===== src/rtl/pms_loader.sv =====
// -----------------------------------------------------------------------------
// pms_loader
//
// Purpose
//   Writer side of the program memory that the program management system
//   fetches from. A framed byte stream arriving on the host byte link is
//   unpacked into 16-bit words and written through a request/acknowledge
//   memory write port. The processor is held (cpu_hold) until a complete
//   frame has been written and its checksum matches, then it is released.
//
//   Frame layout (one byte per accepted rx beat):
//     SYNC_BYTE, ADDR_HI, ADDR_LO, CNT_HI, CNT_LO,
//     CNT words sent as HI byte then LO byte, CSUM
//   CSUM is the XOR of the 2*CNT data bytes only (header bytes excluded).
//
// Parameters
//   SYNC_BYTE       frame start marker (default 8'hA5)
//   TIMEOUT_CYCLES  idle cycles allowed between bytes inside a frame before
//                   the frame is abandoned; only used when the macro
//                   LOADER_TIMEOUT_EN is defined
//
// Build option
//   LOADER_TIMEOUT_EN  when defined, a 16-bit idle counter aborts a stalled
//                      frame into the error state. When undefined the loader
//                      waits indefinitely in every state.
//
// Ports
//   clk        in   1   single clock, rising edge
//   reset      in   1   synchronous reset, active low (0 = reset)
//   load_req   in   1   one-cycle pulse, restarts loading from DONE
//   rx_data    in   8   stream byte
//   rx_valid   in   1   rx_data valid
//   rx_ready   out  1   byte accepted when rx_valid & rx_ready
//   mem_addr   out 16   write address
//   mem_wdata  out 16   write data
//   mem_we     out  1   write request, held until mem_ack
//   mem_ack    in   1   write accepted this cycle
//   cpu_hold   out  1   1 = processor held
//   done       out  1   last frame loaded with a good checksum
//   error      out  1   last frame failed; sticky until next SYNC_BYTE
// -----------------------------------------------------------------------------
module pms_loader #(
   parameter logic [7:0]  SYNC_BYTE      = 8'hA5,
   parameter int unsigned TIMEOUT_CYCLES = 65535
) (
   input  logic        clk,
   input  logic        reset,
   input  logic        load_req,
   input  logic [7:0]  rx_data,
   input  logic        rx_valid,
   output logic        rx_ready,
   output logic [15:0] mem_addr,
   output logic [15:0] mem_wdata,
   output logic        mem_we,
   input  logic        mem_ack,
   output logic        cpu_hold,
   output logic        done,
   output logic        error
);

   // Encoding order matters: AH..CK form a contiguous range that the idle
   // timer uses to decide when it is armed.
   localparam logic [3:0] ST_SYNC = 4'd0;
   localparam logic [3:0] ST_AH   = 4'd1;
   localparam logic [3:0] ST_AL   = 4'd2;
   localparam logic [3:0] ST_CH   = 4'd3;
   localparam logic [3:0] ST_CL   = 4'd4;
   localparam logic [3:0] ST_DH   = 4'd5;
   localparam logic [3:0] ST_DL   = 4'd6;
   localparam logic [3:0] ST_WR   = 4'd7;
   localparam logic [3:0] ST_CK   = 4'd8;
   localparam logic [3:0] ST_DONE = 4'd9;
   localparam logic [3:0] ST_ERR  = 4'd10;

   logic [3:0]  state_reg,  state_next;
   logic [15:0] addr_reg,   addr_next;
   logic [15:0] wdata_reg,  wdata_next;
   logic        we_reg,     we_next;
   logic [15:0] count_reg,  count_next;   // words still to be written
   logic [7:0]  csum_reg,   csum_next;    // running XOR of data bytes
   logic [7:0]  hi_reg,     hi_next;      // holds the first byte of a 16-bit field
   logic        error_reg,  error_next;

   logic        accept;

`ifdef LOADER_TIMEOUT_EN
   localparam logic [15:0] TIMEOUT_LAST = 16'(TIMEOUT_CYCLES - 1);

   logic [15:0] idle_reg, idle_next;
   logic        in_frame;
`endif

   // The loader only refuses bytes while a write is outstanding or after a
   // successful load (until load_req). Everything else consumes bytes.
   assign rx_ready  = (state_reg != ST_WR) && (state_reg != ST_DONE);
   assign accept    = rx_valid && rx_ready;

   assign mem_addr  = addr_reg;
   assign mem_wdata = wdata_reg;
   assign mem_we    = we_reg;
   assign done      = (state_reg == ST_DONE);
   assign cpu_hold  = (state_reg != ST_DONE);
   assign error     = error_reg;

   always_comb begin
      state_next = state_reg;
      addr_next  = addr_reg;
      wdata_next = wdata_reg;
      we_next    = we_reg;
      count_next = count_reg;
      csum_next  = csum_reg;
      hi_next    = hi_reg;
      error_next = error_reg;

      case (state_reg)
         // ERR behaves like SYNC except that error stays set until a new
         // frame actually starts.
         ST_SYNC, ST_ERR: begin
            if (accept && (rx_data == SYNC_BYTE)) begin
               state_next = ST_AH;
               error_next = 1'b0;
               csum_next  = 8'h00;
            end
         end

         ST_AH: begin
            if (accept) begin
               hi_next    = rx_data;
               state_next = ST_AL;
            end
         end

         ST_AL: begin
            if (accept) begin
               addr_next  = {hi_reg, rx_data};
               state_next = ST_CH;
            end
         end

         ST_CH: begin
            if (accept) begin
               hi_next    = rx_data;
               state_next = ST_CL;
            end
         end

         ST_CL: begin
            if (accept) begin
               count_next = {hi_reg, rx_data};
               // An empty frame still carries a checksum byte (XOR of nothing = 0).
               state_next = ({hi_reg, rx_data} == 16'h0000) ? ST_CK : ST_DH;
            end
         end

         ST_DH: begin
            if (accept) begin
               hi_next    = rx_data;
               csum_next  = csum_reg ^ rx_data;
               state_next = ST_DL;
            end
         end

         ST_DL: begin
            if (accept) begin
               wdata_next = {hi_reg, rx_data};
               csum_next  = csum_reg ^ rx_data;
               we_next    = 1'b1;
               state_next = ST_WR;
            end
         end

         // we_reg is always high here, so mem_ack alone qualifies the write.
         ST_WR: begin
            if (mem_ack) begin
               we_next    = 1'b0;
               addr_next  = addr_reg + 16'd1;   // wraps FFFF -> 0000 naturally
               count_next = count_reg - 16'd1;
               state_next = (count_reg == 16'd1) ? ST_CK : ST_DH;
            end
         end

         ST_CK: begin
            if (accept) begin
               if (rx_data == csum_reg) begin
                  state_next = ST_DONE;
               end else begin
                  state_next = ST_ERR;
                  error_next = 1'b1;
               end
            end
         end

         ST_DONE: begin
            if (load_req) begin
               state_next = ST_SYNC;
            end
         end

         default: begin
            state_next = ST_SYNC;
            we_next    = 1'b0;
         end
      endcase

`ifdef LOADER_TIMEOUT_EN
      // The idle timer runs only while a frame is in progress. Any accepted
      // byte or write acknowledge counts as activity. On expiry the frame is
      // abandoned, overriding whatever the state decode chose above; that can
      // only happen in a cycle with no activity, so no transfer is lost.
      in_frame  = (state_reg >= ST_AH) && (state_reg <= ST_CK);
      idle_next = 16'h0000;
      if (in_frame && !accept && !(mem_ack && we_reg)) begin
         if (idle_reg == TIMEOUT_LAST) begin
            state_next = ST_ERR;
            error_next = 1'b1;
            we_next    = 1'b0;
         end else begin
            idle_next = idle_reg + 16'd1;
         end
      end
`endif
   end

   always_ff @(posedge clk) begin
      if (!reset) begin
         state_reg <= ST_SYNC;
         addr_reg  <= 16'h0000;
         wdata_reg <= 16'h0000;
         we_reg    <= 1'b0;
         count_reg <= 16'h0000;
         csum_reg  <= 8'h00;
         hi_reg    <= 8'h00;
         error_reg <= 1'b0;
      end else begin
         state_reg <= state_next;
         addr_reg  <= addr_next;
         wdata_reg <= wdata_next;
         we_reg    <= we_next;
         count_reg <= count_next;
         csum_reg  <= csum_next;
         hi_reg    <= hi_next;
         error_reg <= error_next;
      end
   end

`ifdef LOADER_TIMEOUT_EN
   always_ff @(posedge clk) begin
      if (!reset) begin
         idle_reg <= 16'h0000;
      end else begin
         idle_reg <= idle_next;
      end
   end
`endif

endmodule


===== config.mk =====
export PLATFORM = sky130hd
export DESIGN_NAME = pms_loader
export DESIGN_NICKNAME = d
export VERILOG_FILES = /design/src/rtl/pms_loader.sv
export SDC_FILE = /design/constraint.sdc
export NUM_CORES = 1
export LEC_CHECK = 0
export CORE_MARGIN = 10
export CORE_UTILIZATION = 45
export CTS_CLUSTER_SIZE = 28
export DETAILED_ROUTE_END_ITERATION = 10
export PLACE_DENSITY = 0.66
export SLEW_MARGIN = 30
export SYNTH_ARGS = -nofsm -noshare
export SYNTH_HDL_FRONTEND = slang
export SYNTH_SLANG_ARGS = --single-unit

===== constraint.sdc =====
create_clock -name clk -period 4.9 [get_ports clk]
set_clock_uncertainty 0.05 [all_clocks]
set_input_delay 0.735 -clock clk [delete_from_list [all_inputs] [get_ports clk]]
set_output_delay 0.735 -clock clk [all_outputs]
set_load 0.005 [all_outputs]

==> results of run 1 <==
cell families (layout without fill, tap and decap cells):
kind of cell	count (synthesis)	after routing	synth area share
flip-flops	70	70	0.3417
XOR/XNOR	6	6	0.01281
buffers and inverters	44	75	0.06681
adder cells (fa/ha/maj)	3	3	0.009153
AND/OR/NAND/NOR	201	201	0.2556
AO/OA/AOI/OAI	153	153	0.2456
multiplexers	28	28	0.06833
per-layer routing:
layer / GRT usage / part of all wire / vias to the layer above
met5: 0 / 0 / -
met4: 0.06334 / 0.017 / 0
met3: 0.04083 / 0.059 / 17
met2: 0.2578 / 0.45 / 99
met1: 0.2320 / 0.48 / 1808
li1: - / - / 1904
worst max-delay path: stages, from the launching register on:
cell	delay, ns
dfxtp_1	0.93
nand2b_1	0.24
nor2_1	0.23
clkdlybuf4s50_1	0.53
power by group:
part / switching, µW / internal, µW / leakage [µW]
Combinational: 255 / 187 / 0.00111
Clock: 264 / 195 / 0.0000931
Sequential: 104 / 615 / 0.000566
Total: 623 / 998 / 0.00177
how the worst max path moves through the flow:
stage                        end  slack (ns)  cells past startpoint
finish                      done        1.84                      3
global route            rx_ready        1.68                      4
CTS                     rx_ready        1.84                      4
detailed placement  mem_addr[12]        1.65                      5
global placement    mem_addr[11]        1.52                      5
floorplan           state_reg[0]        2.77                      6
layout make-up:
| class | instances | area share |
|---|---|---|
| sequential | 70 | 0.2987 |
| timing repair buffer | 51 | 0.1077 |
| clock buffer | 9 | 0.02640 |
| clock inverter | 7 | 0.01333 |
| multi-input combinational | 391 | 0.5187 |
| inverter | 8 | 0.006400 |
| tap | 108 | 0.02880 |
cell usage after synthesis (all sizes together) (4+ instances only):
cell type | number | share of area
dfxtp | 70 | 0.34
nor2 | 60 | 0.055
nand2 | 51 | 0.049
a21oi | 50 | 0.062
o21ai | 36 | 0.044
mux2i | 28 | 0.068
buf | 19 | 0.033
clkbuf | 16 | 0.025
nand3 | 16 | 0.022
a31oi | 11 | 0.017
and3 | 11 | 0.017
nor2b | 11 | 0.017
nor3 | 11 | 0.013
nor4 | 10 | 0.024
a211oi | 9 | 0.020
o21a | 8 | 0.015
o221a | 8 | 0.024
inv | 7 | 0.0064
and2 | 6 | 0.0092
o31ai | 6 | 0.011
nand2b | 5 | 0.0076
xor2 | 5 | 0.011
nand4 | 4 | 0.0061
metrics by stage:
| step | area (µm²) | setup slack [ns] | instances |
|---|---|---|---|
| detailed placement | 4506 | 1.650 | 628 |
| floorplan | 4101 | 2.766 | 505 |
| finish | 4692 | 1.836 | 644 |
| global placement | 4498 | 1.515 | 628 |
| CTS | 4692 | 1.838 | 644 |
| global route | 4692 | 1.680 | 644 |
==> results.md, run 1 <==
Outcome:
- The run finished with clean final reports.

Worst hold path:
- The worst hold path passes through 2 cells.
- The destination of the worst hold path is count_reg[13].
- The worst hold path begins at count_reg[13].
- In this run the worst hold path is classified as flop to flop.

CTS:
- CTS saw 70 sinks.
- After clock tree synthesis, the clock-pin slew on the worst setup and hold paths is 0.09 ns.
- The number of gates given a new drive strength after cts is 0.
- Hold repair after CTS inserted 0 buffers.
- The later pin in the worst-skew pair is clocked with a latency of 0.36 ns.
- CTS placed an instance of clkbuf_8 at the clock tree root.
- The H-tree was split into 3 levels.
- TritonCTS built the clock tree.
- The number of buffers created by CTS is 9.
- The setup fix buffers added after clock tree synthesis is 0.
- The deepest clock path buffer count is 2.

Logic synthesis:
- The total of warnings raised by yosys is 0.
- The async set-reset flop share out of synthesis is 0.
- In the synthesized netlist the dominant register cell turns out to be dfxtp_1.
- When the netlist entered floorplanning its net count stood at 521.
- The mean area per synthesized cell is 8.122 µm².
- The number of flops mapped to enable cells by yosys is 0.
- The synthesized netlist cell count is 505.
- The distinct cell type count after synthesis is 73.
- The sequential share of the synthesized area is 0.3417.
- The post-synthesis instance area is 4101 µm².
- The post-synthesis register bit count is 70.

STA:
- The final-layout worst hold slack is 0.4434 ns.
- The final number of hold-violating endpoints is 0.
- Derived from the worst setup path, the maximum achievable clock frequency is 0.3263 GHz.
- At the pin with the least slew margin, the transition time is 0.9194 ns.
- Setup repair after global routing left no endpoint under its margin.
- Measured against its own limit, the worst slew margin works out to 0.3862.
- Setup violations remaining at the end of the flow were counted as 0.
- Of the available clock period, the critical path in the final layout requires 0.6254.
- The minimum period implied by the final worst setup slack is 3.064 ns.
- The setup TNS is 0 ns.
- The final number of max-transition violations was 0.

Cells and area:
- The top cell types in the final layout, fill and taps aside, are 70 x dfxtp_1, 60 x nor2_1, 50 x nand2_1.
- In the final layout, the multi-input gates occupy 2434 µm².
- The sequential cells in the finished layout cover a total of 1401 µm².
- Of the cells placed in the final design, the portion with a size suffix greater than 1 is 0.07463.
- The core utilization of the finished layout is 0.5328.
- The final-layout fill cell count is 861.
- The number of antenna repair diodes is 0.
- The final layout contains 547 nets.
- From synthesis to final layout, the design area changed by 14.40%.
- Leaving out fill and tap cells, the most frequent cell in the layout is dfxtp_1.

Floorplanning:
- The overall die area is 13,330 µm².
- From left edge to right edge, the die measures 115.5 µm.
- The placeable core area is 8806 µm².
- For this configuration, the core starts out at a cell density of 0.4658.
- 50 I/O pins were placed.
- The chip height is 115.5 µm.
- The floorplan has 34 rows.

Worst setup path:
- In this run the critical register-to-register path is launched from state_reg[1].
- The worst setup path is launched from a flop.
- The worst register-to-register path ends at count_reg[6].
- The sort of element at the end of the critical path is an output pin.
- The critical path in this run is classified as flop to output pin.
- The signal arrival time at the worst endpoint is 2.28 ns.
- The register-to-register setup slack is 2.18 ns.
- The critical path starts at state_reg[0].
- The count of cells along the worst register-to-register path is 5.
- The top fanout value on the critical path is 25.
- At the worst endpoint, the required time is 4.12 ns.

Power and ir drop:
- The maximum vdd ir drop is 0.0001591 V.
- For this design the ratio of total power to cell area is 345.4 nW/µm².
- Overall power consumption after layout is estimated at 1620 µW.
- The static leakage power is 0.001773 µW.

Placed design:
- The total of buffers placed on input and output ports is 49.
- The half-perimeter wire length after placement is 7565 µm.
- The congestion estimate from routability-driven global placement came to 0.8362.

Routing:
- The via density per instance is 5.944.
- The first routing iteration left 395 violations.
- The number of nets with antenna violations after routing is 0.
- The per-cell routed wire length is 17.72 µm.
- The first-pass iteration count of the detailed router is 5.
- Wires add up to 11,410 µm.
- The residual DRC count is 0.
- The routed layout has 3,828 vias.

GRT:
- The via count of the first global-routing pass is 3,465.
- In the global route stage, overall resource usage came out at 0.1711.
- The largest net degree at the start of global routing is 53.
- The first global-routing pass estimated 18,450 µm of wire.
- For this run the aggregate overflow at the end of global routing stands at 0.
- The initial antenna violation count is 0.

Job:
- The number of maximum-capacitance constraint violations is 0.
Note: power is estimated with default switching activity, not from simulation.
==> run 2: changes to the inputs <==
- clock period: 4.9 -> 3.13 ns (I/O delays scaled with it)
==> results.md, run 2 (same netlist as run 1, synthesis figures left out) <==
CTS:
- Clock-pin slew was measured on the worst setup and hold paths at 0.09 ns.
- The clock latency reported for the late side of the worst-skew pair is 0.36 ns.
- Hold repair after CTS inserted 0 buffers.
- The CTS tree is done.
- The clock net in this run drives a total of 70 sinks.
- Counting the buffers created by CTS gives 9.
- Post-CTS repair changed the size of 0 cells.
- The setup fix buffers added after clock tree synthesis is 0.
- The deepest clock path buffer count is 2.
- The clock tree synthesis step divided the H-tree into 3 levels.
- The cell at the root of the clock tree is clkbuf_8.

Cells and area:
- In the layout the commonest cells are 70 x dfxtp_1, 60 x nor2_1, 50 x nand2_1.
- The number of antenna repair diodes is 0.
- The number of standard cells in the layout, taps in and fillers out is 656.
- Compared with the post-synthesis result, the final layout area differs by 16.69%.
- The multi-input combinational cell area is 2426 µm².
- The register area is 1401 µm².
- The layout has 830 filler cells.
- The library cell used most frequently in the layout, excluding fill and tap cells, is dfxtp_1.
- Of the cells placed in the final design, the portion with a size suffix greater than 1 is 0.09124.
- The final layout contains 559 nets.

Placed design:
- The number of placed instances, taps included, is 640.
- Summed over all nets, the half-perimeter wirelength after detailed placement is 8191 µm.
- The final RePlAce weighted congestion is 0.8425.
- The count of buffers added on input and output ports is 49.
- The placement-stage worst setup slack is 0.4466 ns.

STA:
- The share of the clock period used by the worst path is 0.8245.
- The worst slew margin relative to its limit is 0.5375.
- The count of final setup violators is 0.
- The final number of max-transition violations came to 0.
- The final number of hold-violating endpoints was 0.
- Summed over all failing endpoints, the final setup total negative slack is 0 ns.
- Derived from the worst setup path, the maximum achievable clock frequency is 0.3875 GHz.
- Once routing completed, OpenROAD measured the worst setup slack at 0.5494 ns.
- At the pin with the least slew margin, the transition time is 0.6896 ns.
- Setup repair after global routing left no endpoint under its margin.
- Subtracting the final worst setup slack from the clock period gives 2.581 ns.

Routing:
- The via density per instance is 5.998.
- For this run, design rule violations remaining after detail routing come to 0.
- The first-pass iteration count of the detailed router is 5.
- The routed design has 12,100 µm of wire.
- The detailed router placed 3,935 vias in this run.
- The number of nets with antenna violations after routing is 0.
- The initial DRC count is 392.
- The per-cell routed wire length is 18.44 µm.

GRT:
- The aggregate global routing overflow is 0.
- In the global route stage, overall resource usage came out at 0.1798.
- Entering global routing, the biggest net connects 47 pins.
- The via count of the first global-routing pass was 3,807.
- The global-route wire length before repair is 19,500 µm.
- The initial antenna violation count is 0.

Worst setup path:
- The worst setup path is captured at an output pin.
- The signal arrival time at the worst endpoint is 2.06 ns.
- In this run the worst setup path begins at state_reg[0].
- The kind of start point of the critical path is a flop.
- The signal on the critical path passes through nand2b_1 -> nor2_1 -> clkdlybuf4s50_1.
- For this run, the slowest stage of the critical path takes 0.72 ns.
- The worst-path cell with the longest stage delay is dfxtp_1.
- The setup path with the least slack is of type flop to output pin.
- In this run the critical register-to-register path is launched from state_reg[2].
- Along the worst path, the maximum fanout reaches 17.
- At the worst endpoint, the required time is 2.61 ns.

Floorplanning:
- The chip height is 115.5 µm.
- The floorplan step set the die width to 115.5 µm.
- In this run the count of I/O pins placed on the die edge is 50.
- The initial utilization of the core area, before any placement, comes to 0.4658.
- The placeable core area is 8806 µm².
- The floorplan has 34 rows.
- The overall die area is 13,330 µm².

Job:
- The tool flagged a number of max-cap violations equal to 0.

Worst hold path:
- The startpoint identified for the worst hold timing path is count_reg[1].
- The min-delay analysis places its worst path in the category flop to flop.

Outcome:
- The flow ran to the end, and the final reports show no timing, DRC or antenna violations.

Power and ir drop:
- The static leakage power is 0.001832 µW.
- In this run the power density over the cells is 539.3 nW/µm².
- VDD sags by at most 0.0002307 V.
## run 2: cell type report
class | instances | area share
inverters | 8 | 0.006275
repair buffers | 63 | 0.1271
flip-flops and latches | 70 | 0.2928
clock buffers | 9 | 0.02588
clock inverters | 7 | 0.01281
well taps | 108 | 0.02824
multi-input cells | 391 | 0.5069
## run 2: worst paths after layout
| kind | endpoint | slack (ns) | depth (start not counted) |
|---|---|---|---|
| worst max-delay path | done | 0.55 | 3 |
| worst min-delay path | count_reg[1] | 0.45 | 2 |
| worst max register to register | csum_reg[0] | 0.86 | 5 |
| worst min register to register | count_reg[1] | 0.45 | 2 |
## run 2: critical path: cells and delay by family (launching register included)
kind / cells / cell delay [ns]
buf+inv: 1 / 0.54
simple gates: 2 / 0.45
flops: 1 / 0.72
## run 2: layer usage
layer  vias up  global-route usage  part of all wire
li1       1915                   -                 -
met3        22             0.03876             0.055
met4         0             0.08193             0.029
met5         -                   0                 0
met1      1887              0.2347              0.46
met2       111              0.2784              0.45
## run 2: where the power goes
group | internal (µW) | leakage [µW] | switching [µW]
registers | 963 | 0.000566 | 129
clock network | 304 | 0.0000892 | 411
logic | 319 | 0.00118 | 454
## run 2: per-stage QoR
stage	util	area, µm²	power [µW]	hold WS, ns
floorplan	-	4101	1665	0.4003
global placement	0.5225	4601	1850	0.4230
detailed placement	0.5225	4601	1869	0.4326
CTS	0.5435	4786	2582	0.4475
global route	0.5435	4786	2712	0.4762
finish	0.5435	4786	2581	0.4486
==> run 3: changes to the inputs <==
- PLACE_DENSITY: 0.66 -> 0.68
- clock period: 3.13 -> 2.2 ns (I/O delays scaled with it)
==> results.md, run 3 (same netlist as run 1, synthesis figures left out) <==
Outcome:
- The flow ran to the end, and the final reports show no timing, DRC or antenna violations.

STA:
- Setup repair after global routing left no endpoint under its margin.
- Setup violations remaining at the end of the flow were counted as 0.
- The share of the clock period used by the worst path is 0.9599.
- For the pin with the worst max-slew slack, the measured transition is 0.5981 ns.
- Subtracting the final worst setup slack from the clock period gives 2.112 ns.
- The worst slew margin relative to its limit is 0.6005.
- The final number of max-transition violations is 0.
- Final hold analysis gives a worst-case slack of 0.4306 ns.
- For this run, the top clock speed supported by timing is 0.4736 GHz.
- The final number of hold-violating endpoints is 0.
- Summed over all failing endpoints, the final setup total negative slack is 0 ns.

Cells and area:
- The library cell used most frequently in the layout, excluding fill and tap cells, is dfxtp_1.
- The number of antenna diodes in the final layout is 0.
- The top cell types in the final layout, fill and taps aside, are 66 x dfxtp_1, 59 x nor2_1, 50 x nand2_1.
- The net count reported at finish is 589.
- The layout cell share with drive strength beyond 1 is 0.1471.
- Counting the fill cells in the layout gives 795.
- The post-synthesis to final-layout area growth is 23.64%.

Worst setup path:
- The worst setup path is captured at an output pin.
- STA classifies the critical path startpoint as a flop.
- The register-to-register setup slack is 0.29 ns.
- The startpoint of the most critical register-to-register path is count_reg[2].
- The critical path is of the flop to output pin type.
- The endpoint of the worst-slack reg-to-reg timing path is count_reg[13].
- The signal arrival time at the worst endpoint is 1.73 ns.
- The required arrival time at the worst endpoint is 1.82 ns.
- The count of cells along the worst register-to-register path is 5.
- The top fanout value on the critical path is 8.

Routing:
- The via density per instance is 5.806.
- After detailed routing, the number of remaining DRC violations is 0.
- The first detailed-routing pass ran for 5 iterations.
- The first routing iteration left 308 violations.
- The number of nets with antenna violations after routing is 0.
- The number of vias after detailed routing is 3,983.
- The final layout contains routed wiring with a total length of 11,970 µm.
- Dividing the detail-routed wire length by the instance count gives 17.45 µm.

Power and ir drop:
- The combinational share of power is 0.324.
- The power per cell area is 739.9 nW/µm².
- After layout, the design draws a total of 3752 µW.
- The proportion of total power due to net switching is 0.3743.
- The internal power of the cells totals 2348 µW.
- The share of total power dissipated in the clock network is 0.267.
- IR analysis of the VDD net gives a maximum drop of 0.0004174 V.
- For this design the static power due to leakage is 0.001999 µW.
- The analysis attributes to net switching a power of 1404 µW.
- The part of the total power dissipated in sequential elements is 0.409.

Floorplanning:
- The effective utilization at floorplan is 0.4658.
- The initialized floorplan defines 34 standard-cell rows.
- The region available for standard cell placement spans 8806 µm².
- The number of ports placed on the die boundary is 50.
- The overall die area is 13,330 µm².
- The chip height is 115.5 µm.
- In this run the horizontal extent of the chip is 115.5 µm.

CTS:
- Counting the buffers created by CTS gives 9.
- In this run the clock root is driven by a clkbuf_8.
- The later pin in the worst-skew pair is clocked with a latency of 0.36 ns.
- TritonCTS built the clock tree.
- The CTS clock-pin slew for the worst setup and hold paths is 0.09 ns.
- The clock tree synthesis step divided the H-tree into 3 levels.
- The number of clock sinks is 70.
- The deepest clock path buffer count is 2.

Worst hold path:
- In this run the worst hold path is classified as flop to flop.
- The critical hold path startpoint is error.
- The worst hold path stage count is 2.
- The destination of the worst hold path is error.

Job:
- Max-cap violations in this run came to 0.

GRT:
- The largest net degree at the start of global routing is 51.
- The first global-routing pass estimated 19,610 µm of wire.
- The via count of the first global-routing pass is 3,768.
- Summed over all layers, the global routing overflow is 0.
- The initial antenna violation count is 0.
- The total global-route track usage is 0.1814.

Placed design:
- The half-perimeter wire length after placement is 8412 µm.
- During placement, the flow inserted port buffers numbering 49.
- The final RePlAce weighted congestion is 0.8743.
## run 3: worst max-delay path, cell delays in order, from the launching register on
cell and delay (ns):
dfxtp_2 0.41, or2b_2 0.33, nor2_2 0.12, clkdlybuf4s50_1 0.52
## run 3: power groups by stage
stage	clock network, µW	logic [µW]	registers (µW)
2_1_floorplan	0	880	1490
3_3_place_gp	0	1170	1550
3_5_place_dp	0	1200	1550
4_1_cts	1020	1210	1530
5_1_grt	1070	1350	1560
6_report	1000	1220	1530
## run 3: what timing repair did
| item | 4_1_cts | 5_1_grt |
|---|---|---|
| setup buffers | 0 | 0 |
| gates resized for setup | 4 | 2 |
| hold buffers | 0 | 0 |
| endpoints found under the setup margin | 3 | 3 |
| cloned | 0 | 0 |
## run 3: how the worst max path moves through the flow
| stage | startpoint | to | cells past startpoint |
|---|---|---|---|
| 6_report | state_reg[3] | done | 3 |
| 5_1_grt | state_reg[3] | rx_ready | 4 |
| 4_1_cts | state_reg[3] | done | 3 |
| 3_5_place_dp | rx_data[3] | state_reg[2] | 6 |
| 3_3_place_gp | rx_data[3] | state_reg[0] | 6 |
| 2_1_floorplan | rx_data[1] | state_reg[0] | 6 |
## run 3: per-layer routing
metal | GRT usage | routed length [µm] | vias up
li1 | - | - | 1971
met1 | 0.2415 | 5307 | 1847
met2 | 0.2838 | 5509 | 140
met3 | 0.03566 | 855 | 25
met4 | 0.06926 | 298 | 0
met5 | 0 | 0 | -
## run 3: area by class of cell
| class | count | area (µm²) | area share |
|---|---|---|---|
| Multi-Input combinational cell | 391 | 2429 | 0.4789 |
| Sequential cell | 70 | 1409 | 0.2778 |
| Timing Repair Buffer | 93 | 883.3 | 0.1742 |
| Tap cell | 108 | 135.1 | 0.02665 |
| Clock buffer | 9 | 123.9 | 0.02443 |
| Clock inverter | 7 | 61.31 | 0.01209 |
| Inverter | 8 | 30.03 | 0.005922 |
## run 3: stage by stage
step	area (µm²)	setup WS, ns	util	std cells
3_3_place_gp	4876	-0.07760	0.5537	670
3_5_place_dp	4876	-0.1281	0.5537	670
2_1_floorplan	4101	0.4712	-	505
6_report	5071	0.08832	0.5759	686
5_1_grt	5071	0.02286	0.5759	686
4_1_cts	5066	0.01141	0.5753	686
